**config.mk**
```make
export PLATFORM = sky130hd
export DESIGN_NAME = display_scan_ctrl_flat
export DESIGN_NICKNAME = d
export VERILOG_FILES = /design/src/rtl/display_scan_ctrl_if.sv /design/src/rtl/display_scan_ctrl.sv /design/src/flat_wrapper.sv
export SDC_FILE = /design/constraint.sdc
export NUM_CORES = 1
export LEC_CHECK = 0
export CORE_MARGIN = 10
export CORE_UTILIZATION = 35
export DETAILED_ROUTE_END_ITERATION = 8
export REMOVE_ABC_BUFFERS = 1
export SLEW_MARGIN = 20
export SYNTH_ARGS = -nofsm -noshare
export SYNTH_HDL_FRONTEND = slang
export SYNTH_SLANG_ARGS = --single-unit
export TNS_END_PERCENT = 1
```
**constraint.sdc**
```tcl
create_clock -name clk -period 2.4 [get_ports clk]
set_input_delay 0.36 -clock clk [delete_from_list [all_inputs] [get_ports clk]]
set_output_delay 0.36 -clock clk [all_outputs]
set_load 0.005 [all_outputs]
```
**src/rtl/display_scan_ctrl_if.sv**
```systemverilog
// Bundle of the control inputs and display drive outputs of display_scan_ctrl.
// clk and rst_n are plain module ports and are not part of this bundle.
interface display_scan_ctrl_if;
  logic       ena;
  logic [3:0] digit1;
  logic [3:0] digit10;
  logic [6:0] duty;
  logic       duty_valid;
  logic       seg_pol;
  logic       com_pol;
  logic       blank10;
  logic [7:0] seg;
  logic       com1;
  logic       com10;
  logic [1:0] com_oe;
  logic       frame_tick;

  modport master (
    output ena, digit1, digit10, duty, duty_valid, seg_pol, com_pol, blank10,
    input  seg, com1, com10, com_oe, frame_tick
  );

  modport slave (
    input  ena, digit1, digit10, duty, duty_valid, seg_pol, com_pol, blank10,
    output seg, com1, com10, com_oe, frame_tick
  );
endinterface

```
**src/rtl/display_scan_ctrl.sv**
```systemverilog
// Two-digit multiplexed 7-segment scanner with PWM brightness.
// Each frame has a units slot followed by a tens slot, and each slot has 128 PWM steps.
module display_scan_ctrl #(
  parameter int unsigned PRESCALE = 4
) (
  input logic               clk,
  input logic               rst_n,
  display_scan_ctrl_if.slave bus
);
  localparam logic [6:0] DUTY_RST = 7'h40;
  localparam int PW = (PRESCALE > 1) ? $clog2(PRESCALE) : 1;
  localparam logic [PW-1:0] PRESC_MAX = PW'(PRESCALE - 1);

  typedef enum logic [1:0] {IDLE, SLOT1, SLOT10} state_t;

  state_t        r_state, w_state_next;
  logic [PW-1:0] r_presc, w_presc_next;
  logic [6:0]    r_step, w_step_next;
  logic          r_frame_tick, w_frame_start;
  logic [3:0]    r_shadow1, r_shadow10;
  logic          r_blank10;
  logic [6:0]    r_duty_pend, r_duty_act;

  always_comb begin
    w_state_next = r_state;
    w_presc_next = r_presc;
    w_step_next  = r_step;
    if (!bus.ena) begin
      w_state_next = IDLE;
      w_presc_next = '0;
      w_step_next  = '0;
    end else begin
      case (r_state)
        IDLE: begin
          w_state_next = SLOT1;
          w_presc_next = '0;
          w_step_next  = '0;
        end
        default: begin
          if (r_presc == PRESC_MAX) begin
            w_presc_next = '0;
            // Step 127 wraps to 0, which is also the dead-time step of the next slot.
            w_step_next  = r_step + 7'd1;
            if (r_step == 7'd127) begin
              w_state_next = (r_state == SLOT1) ? SLOT10 : SLOT1;
            end
          end else begin
            w_presc_next = r_presc + PW'(1);
          end
        end
      endcase
    end
  end

  assign w_frame_start = (w_state_next == SLOT1) && (r_state != SLOT1);

  always_ff @(posedge clk or negedge rst_n) begin
    if (!rst_n) begin
      r_state      <= IDLE;
      r_presc      <= '0;
      r_step       <= '0;
      r_frame_tick <= 1'b0;
      r_shadow1    <= '0;
      r_shadow10   <= '0;
      r_blank10    <= 1'b0;
      r_duty_pend  <= DUTY_RST;
      r_duty_act   <= DUTY_RST;
    end else begin
      r_state      <= w_state_next;
      r_presc      <= w_presc_next;
      r_step       <= w_step_next;
      r_frame_tick <= w_frame_start;
      if (bus.duty_valid) begin
        r_duty_pend <= bus.duty;
      end
      // Frame-start cycle is dead time, so refreshing the shadows here cannot tear a lit digit.
      if (r_frame_tick) begin
        r_shadow1  <= bus.digit1;
        r_shadow10 <= bus.digit10;
        r_blank10  <= bus.blank10;
        r_duty_act <= bus.duty_valid ? bus.duty : r_duty_pend;
      end
    end
  end

  logic       w_slot10;
  logic [3:0] w_digit;
  logic       w_blank;
  logic       w_lit;
  logic [6:0] w_pattern;
  logic [7:0] w_seg_lit;

  assign w_slot10 = (r_state == SLOT10);
  assign w_digit  = w_slot10 ? r_shadow10 : r_shadow1;
  assign w_blank  = w_slot10 && r_blank10 && (r_shadow10 == 4'd0);
  assign w_lit    = (r_state != IDLE) && (r_step != 7'd0) && (r_step <= r_duty_act) && !w_blank;

  always_comb begin
    w_pattern = 7'h00;
    case (w_digit)
      4'd0: w_pattern = 7'h3F;
      4'd1: w_pattern = 7'h06;
      4'd2: w_pattern = 7'h5B;
      4'd3: w_pattern = 7'h4F;
      4'd4: w_pattern = 7'h66;
      4'd5: w_pattern = 7'h6D;
      4'd6: w_pattern = 7'h7D;
      4'd7: w_pattern = 7'h07;
      4'd8: w_pattern = 7'h7F;
      4'd9: w_pattern = 7'h6F;
      default: w_pattern = 7'h00;
    endcase
  end

  // Polarity is applied last so a polarity change shows up in the same cycle.
  assign w_seg_lit  = w_lit ? {1'b0, w_pattern} : 8'h00;
  assign bus.seg    = w_seg_lit ^ {8{~bus.seg_pol}};
  assign bus.com1   = ~((w_lit && (r_state == SLOT1)) ^ bus.com_pol);
  assign bus.com10  = ~((w_lit && w_slot10) ^ bus.com_pol);
  assign bus.com_oe = (r_state != IDLE) ? 2'b11 : 2'b00;
  assign bus.frame_tick = r_frame_tick;
endmodule

```
**src/flat_wrapper.sv**
```systemverilog
// flat-port wrapper written by rule: the top's interface ports become plain ports
module display_scan_ctrl_flat 
#(
  parameter int unsigned PRESCALE = 4
)
  (clk, rst_n, bus_ena, bus_digit1, bus_digit10, bus_duty, bus_duty_valid, bus_seg_pol, bus_com_pol, bus_blank10, bus_seg, bus_com1, bus_com10, bus_com_oe, bus_frame_tick);
  display_scan_ctrl_if bus_i ();
  input logic clk;
  input logic rst_n;
  input wire logic [$bits(bus_i.ena)-1:0] bus_ena;
  input wire logic [$bits(bus_i.digit1)-1:0] bus_digit1;
  input wire logic [$bits(bus_i.digit10)-1:0] bus_digit10;
  input wire logic [$bits(bus_i.duty)-1:0] bus_duty;
  input wire logic [$bits(bus_i.duty_valid)-1:0] bus_duty_valid;
  input wire logic [$bits(bus_i.seg_pol)-1:0] bus_seg_pol;
  input wire logic [$bits(bus_i.com_pol)-1:0] bus_com_pol;
  input wire logic [$bits(bus_i.blank10)-1:0] bus_blank10;
  output wire logic [$bits(bus_i.seg)-1:0] bus_seg;
  output wire logic [$bits(bus_i.com1)-1:0] bus_com1;
  output wire logic [$bits(bus_i.com10)-1:0] bus_com10;
  output wire logic [$bits(bus_i.com_oe)-1:0] bus_com_oe;
  output wire logic [$bits(bus_i.frame_tick)-1:0] bus_frame_tick;
  assign bus_i.ena = bus_ena;
  assign bus_i.digit1 = bus_digit1;
  assign bus_i.digit10 = bus_digit10;
  assign bus_i.duty = bus_duty;
  assign bus_i.duty_valid = bus_duty_valid;
  assign bus_i.seg_pol = bus_seg_pol;
  assign bus_i.com_pol = bus_com_pol;
  assign bus_i.blank10 = bus_blank10;
  assign bus_seg = bus_i.seg;
  assign bus_com1 = bus_i.com1;
  assign bus_com10 = bus_i.com10;
  assign bus_com_oe = bus_i.com_oe;
  assign bus_frame_tick = bus_i.frame_tick;
  display_scan_ctrl #(.PRESCALE(PRESCALE)) u_core (.clk(clk), .rst_n(rst_n), .bus(bus_i));
endmodule
```
=== Word level (Yosys, flattened, before mapping) ===
Memories as Yosys holds them, arrays and structs flattened.
Cells that the tools add are included.
W data, S select, Z words.

* Bits in read-only memories: 112
* Register bits: 35
* Output and inout bits: 13
* Word-level logic and storage cells: 54
* Memories: 1
* Input port bits: 22

* Multiplexer cells: 15
* Magnitude comparators: 1
* Add/sub/neg operators: 2
* Reduce and logical (&&, ||, !) cells: 13
* Equal/unequal tests: 7
* Bitwise gates (word level): 6

{| class="wikitable"
|+ Memories
! name !! depth !! width !! rd ports !! clocked after memory_dff !! wr ports !! RTL line !! text
|-
| (no name shown) || 16 || 7 || 1 || 0 || 0 || display_scan_ctrl.sv:100 || <nowiki>case (w_digit)</nowiki>
|}

{| class="wikitable"
|+ Operators with widths
! operator !! number
|-
| $mux W7 || 5
|-
| $mux W2 || 9
|-
| $logic_and A1 B1 Y1 || 8
|-
| $xor A8 B8 Y8 || 1
|-
| $add A7 B1 Y7 const B || 1
|-
| $eq A7 B7 Y1 const B || 1
|-
| $le A7 B7 Y1 || 1
|-
| $reduce_bool A7 Y1 || 1
|-
| $eq A2 B1 Y1 const B || 2
|-
| $eq A2 B2 Y1 const B || 2
|-
| $logic_not A4 Y1 || 1
|-
| $mux W4 || 1
|-
| $ne A3 B1 Y1 const B || 1
|-
| $not A1 Y1 || 3
|-
| $add A2 B1 Y2 const B || 1
|-
| $logic_not A2 Y1 || 1
|-
| $ne A2 B1 Y1 const B || 1
|-
| $reduce_bool A2 Y1 || 1
|-
| $xor A1 B1 Y1 || 2
|-
| $logic_not A1 Y1 || 1
|}

=== Depth between registers and ports, before layout ===
* Depth after elaboration: 8
* Gate-level depth with buffers: 10
* Depth with buffers taken out: 9

=== Least setup slack after synthesis ===
OpenSTA, ideal clock, no wires.

* Path kind: register -> output
* From: register u_core.r_state[0]
* To: output bus_seg[4]
* Slack: 0.041 ns
* Path buffers: 1
* Required time: 2.040 ns
* Arrival: 1.999 ns
* Cell stages (with the launch flop): 11
* Cells stage by stage: dfrtp_1 nor2b_4 buf_4 mux2_2 inv_1 ha_1 nand2_1 o211ai_1 and3b_1 o211ai_2 xnor2_1

* Cells in the longest elaborated chain, start to end: 7

{| class="wikitable"
|+ RTL lines
! element !! RTL line !! text
|-
| from (decl) || display_scan_ctrl.sv:16 || <nowiki>state_t r_state, w_state_next;</nowiki>
|-
| from (signal assigned) || display_scan_ctrl.sv:69 || <nowiki>r_state <= w_state_next;</nowiki>
|-
| parallel branches: the longest is 5 deep, another holds $mem_v2 Z16 W7 || - ||
|-
| $mux W7 * || display_scan_ctrl.sv:116 || <nowiki>assign w_seg_lit = w_lit ? {1'b0, w_pattern} : 8'h00;</nowiki>
|-
| $xor A8 B8 Y8 * || display_scan_ctrl.sv:117 || <nowiki>assign bus.seg = w_seg_lit ^ {8{~bus.seg_pol}};</nowiki>
|-
| to (decl) || flat_wrapper.sv:18 || <nowiki>output wire logic [$bits(bus_i.seg)-1:0] bus_seg;</nowiki>
|}

Mark *: on every way between the ends.

=== Worst setup path after layout ===
Same ends and word-level chain as after synthesis.

==> results by group <==
Logic synthesis
  • Number of distinct library cells after synthesis: 42
  • Number of synthesized flops with an enable pin: 0
  • Post-Syn Area per Cell: 10.9 µm²
  • Asr flop ratio synth: 1.00
  • Seq/Total Area, Yosys: 0.430
  • Cell Area, Synth: 2040 µm²
  • Ys flop type: dfrtp_1
  • Cells after synthesis: 188
  • #FFs+latches synth: 35
  • Yosys Warn Count: 0

Finish
  • Share of post-route cells with drive strength above 1: 0.348
  • Core Util, Final: 0.511
  • Final cell count without fillers: 325
  • # nets final: 288
  • Inserted Diodes: 0
  • Fillers: 505
  • Layout area overhead: 39.4%
  • Design Area, Final: 2850 µm²

Setup path
  • CP top delay family: simple AND/OR/NAND/NOR gates
  • CP max-delay cell: dfrtp_1
  • CP Capture Type: output pin
  • Critical Path, Cell by Cell: nor2b_4 > mux2_4 > inv_4 > ha_4 > nand2_2 > o211ai_1 > and3b_1 > o211ai_2 > xnor2_1 > buf_2
  • Worst-path maximum fanout: 4
  • CP required: 2.04 ns
  • Crit path launch type: flip-flop
  • WP buf/inv: 2
  • CP peak stage delay: 0.41 ns
  • Data arrival, critical path: 2.18 ns
  • Worst setup path category: flip-flop to output pin

Floorplanning
  • Starting Density: 0.367
  • Cell Rows: 27
  • Die width: 96.4 µm
  • Die area: 9290 µm²
  • Top Ports: 35
  • Die H: 96.4 µm
  • Core box area: 5570 µm²

Clock tree
  • Hold Buf Count CTS: 0
  • Clk_lat worst skew: 0.28 ns
  • Clk slew on worst S/H paths: 0.07 ns
  • TritonCTS clock tree: built
  • Sink Count: 35
  • Max clock buf depth: 2
  • Num CTS Buffers: 5
  • Root buf cell: clkbuf_8
  • H-tree Lvls: 2

Pwr
  • Peak supply drop: 211 µV
  • Power per cell area: 532 nW/µm²
  • Leak pwr: 1.21 nW

Worst hold path
  • Worst Hold Class: flip-flop to flip-flop

Global route
  • Initial antenna violation count: 0
  • Largest net degree at the start of global routing: 36
  • First-pass GRT wire length: 7.94 mm
  • Vias in the first global route: 1,667
  • Gr usage total: 0.108
  • Gr ovfl total: 0

Detailed routing
  • Vias after detailed routing: 1,593
  • ANT nets after route: 0
  • Detailed Route WL: 4.73 mm
  • DR iter-0 viols: 89
  • DRT Pass-1 Iters: 4
  • DRC violations left: 0
  • Vias per cell: 4.90
  • Drt wl/cell: 14.6 µm

STA
  • Pins over their slew limit: 0
  • Unrepaired setup endpoints after global routing: yes
  • Worst Skew: 0.00353 ns
  • Max_slew headroom: 0.672
  • Final worst-path cycle share: 1.06
  • Worst Slack Setup Final: -0.136 ns
  • Final Hold Viols: 0
  • Final min period: 2.54 ns
  • Worst slew pin tran: 0.491 ns
  • Setup Viol. Count Final: 9
  • Setup TNS: -0.892 ns
  • Fmax: 0.394 GHz

Placement
  • Dpl cells: 311
  • GPL Wtd Cong: 0.858
  • I/O Buffers: 34
  • Placed cell areas: 2640 µm²
  • Placed wire-length estimate: 3.39 mm
  • Setup WS pre-CTS: -0.300 ns

Status
  • Outcome: complete, but fails checks
  • Failing checks: setup timing

Flow run
  • MaxCap Viol Count: 0
-- layout by cell type (no fill, tap or decap), types with 3 or more instances in the layout --
| cell type | instances |
|---|---|
| ha_1 | 11 |
| buf_6 | 3 |
| nand4_1 | 4 |
| xor2_1 | 6 |
| o21ai_0 | 7 |
| clkbuf_8 | 5 |
| dfrtp_1 | 33 |
| a21oi_2 | 3 |
| mux2_2 | 17 |
| xnor2_1 | 10 |
| buf_4 | 26 |
| nand3b_1 | 3 |
| nand2_1 | 16 |
| ha_4 | 3 |
| inv_1 | 8 |
| buf_2 | 9 |
| clkdlybuf4s50_1 | 25 |
| nor2_1 | 9 |
| nand3_1 | 5 |
| mux2i_1 | 4 |
-- cell type report --
cell class                 count  area [µm²]  area share
timing repair buffer          65         572       0.201
clock buffer                   7        76.3      0.0268
tap                           72        90.1      0.0316
sequential                    35         878       0.308
inverter                      11        43.8      0.0154
multi-input combinational    134        1180       0.415
clock inverter                 1        5.00     0.00176
-- synthesized netlist by cell type (5+ instances only) --
master,count,area (µm²)
dfrtp_1,33,826
mux2_2,18,203
nand2_1,17,63.8
ha_1,14,175
inv_1,10,37.5
xnor2_1,10,87.6
nor2_1,9,33.8
o21ai_0,8,40.0
xor2_1,6,52.6
a21oi_1,5,25.0
mux2i_1,5,50.1
nand3_1,5,25.0
-- where the power goes --
| group | total [W] | switching [W] | leakage, nW | internal, W |
|---|---|---|---|---|
| clock network | 0.000406 | 0.000203 | 0.0422 | 0.000203 |
| registers | 0.000686 | 0.0000351 | 0.433 | 0.000651 |
| logic | 0.000422 | 0.000193 | 0.732 | 0.000230 |
-- path summary, 6_finish.rpt --
kind / start / end / slack (ns) / cells past startpoint
worst max-delay path: u_core.r_state[0] / bus_seg[4] / -0.14 / 10
worst min-delay path: u_core.r_presc[0] / u_core.r_presc[0] / 0.44 / 1
worst max register to register: u_core.r_presc[0] / u_core.r_state[0] / 0.90 / 5
worst min register to register: u_core.r_presc[0] / u_core.r_presc[0] / 0.44 / 1
max in group asynchronous: rst_n / u_core.r_duty_pend[6] / 1.57 / 2
min in group asynchronous: rst_n / u_core.bus.frame_tick / 0.48 / 2
-- through the flow --
step                hold WS [ns]  power (W)
floorplan                 0.0644   0.000880
global placement           0.428    0.00105
detailed placement         0.432    0.00105
CTS                        0.442    0.00150
global route               0.450    0.00160
finish                     0.436    0.00151
-- state kept, by name (all words and copies together) (netlist names) --
name,cells
u_core.r_shadow10,4
u_core.r_state,2
u_core.r_duty_pend,7
u_core.r_duty_act,7
u_core.r_blank10,1
u_core.bus.frame_tick,1
u_core.r_shadow1,4
u_core.r_presc,2
u_core.r_step,7
-- worst reg2reg max path, stage by stage, from the launching register on --
cell,delay [ns]
dfrtp_1,0.35
ha_1,0.29
nand4_1,0.17
nor2_1,0.26
nand4b_1,0.16
o211a_1,0.15
-- kinds of logic (layout without fill, tap and decap cells) --
logic type | after synthesis | after routing | share of synthesized area
AOI/OAI and AO/OA | 28 | 28 | 0.101
buffers and inverters | 19 | 84 | 0.0392
muxes | 25 | 25 | 0.142
and+or+nand+nor | 51 | 51 | 0.133
xor gates and xnor gates | 16 | 16 | 0.0686
DFF | 35 | 35 | 0.430
adders and majority gates | 14 | 14 | 0.0857
-- repair_timing --
item | in CTS | in global routing
cloned | 1 | 0
setup buffers | 3 | 3
hold endpoints to repair | 0 | 0
resized for setup | 55 | 5
pin swaps | 15 | 11
setup endpoints to repair | 9 | 9
-- routing by layer --
| metal | share of wire | GRT usage | wire (µm) |
|---|---|---|---|
| met3 | 0.047 | 0.0285 | 222 |
| met4 | 0.017 | 0.0436 | 80 |
| met5 | 0 | 0 | 0 |
| met2 | 0.48 | 0.172 | 2260 |
| met1 | 0.46 | 0.135 | 2170 |
(Power assumes the default switching activity.)
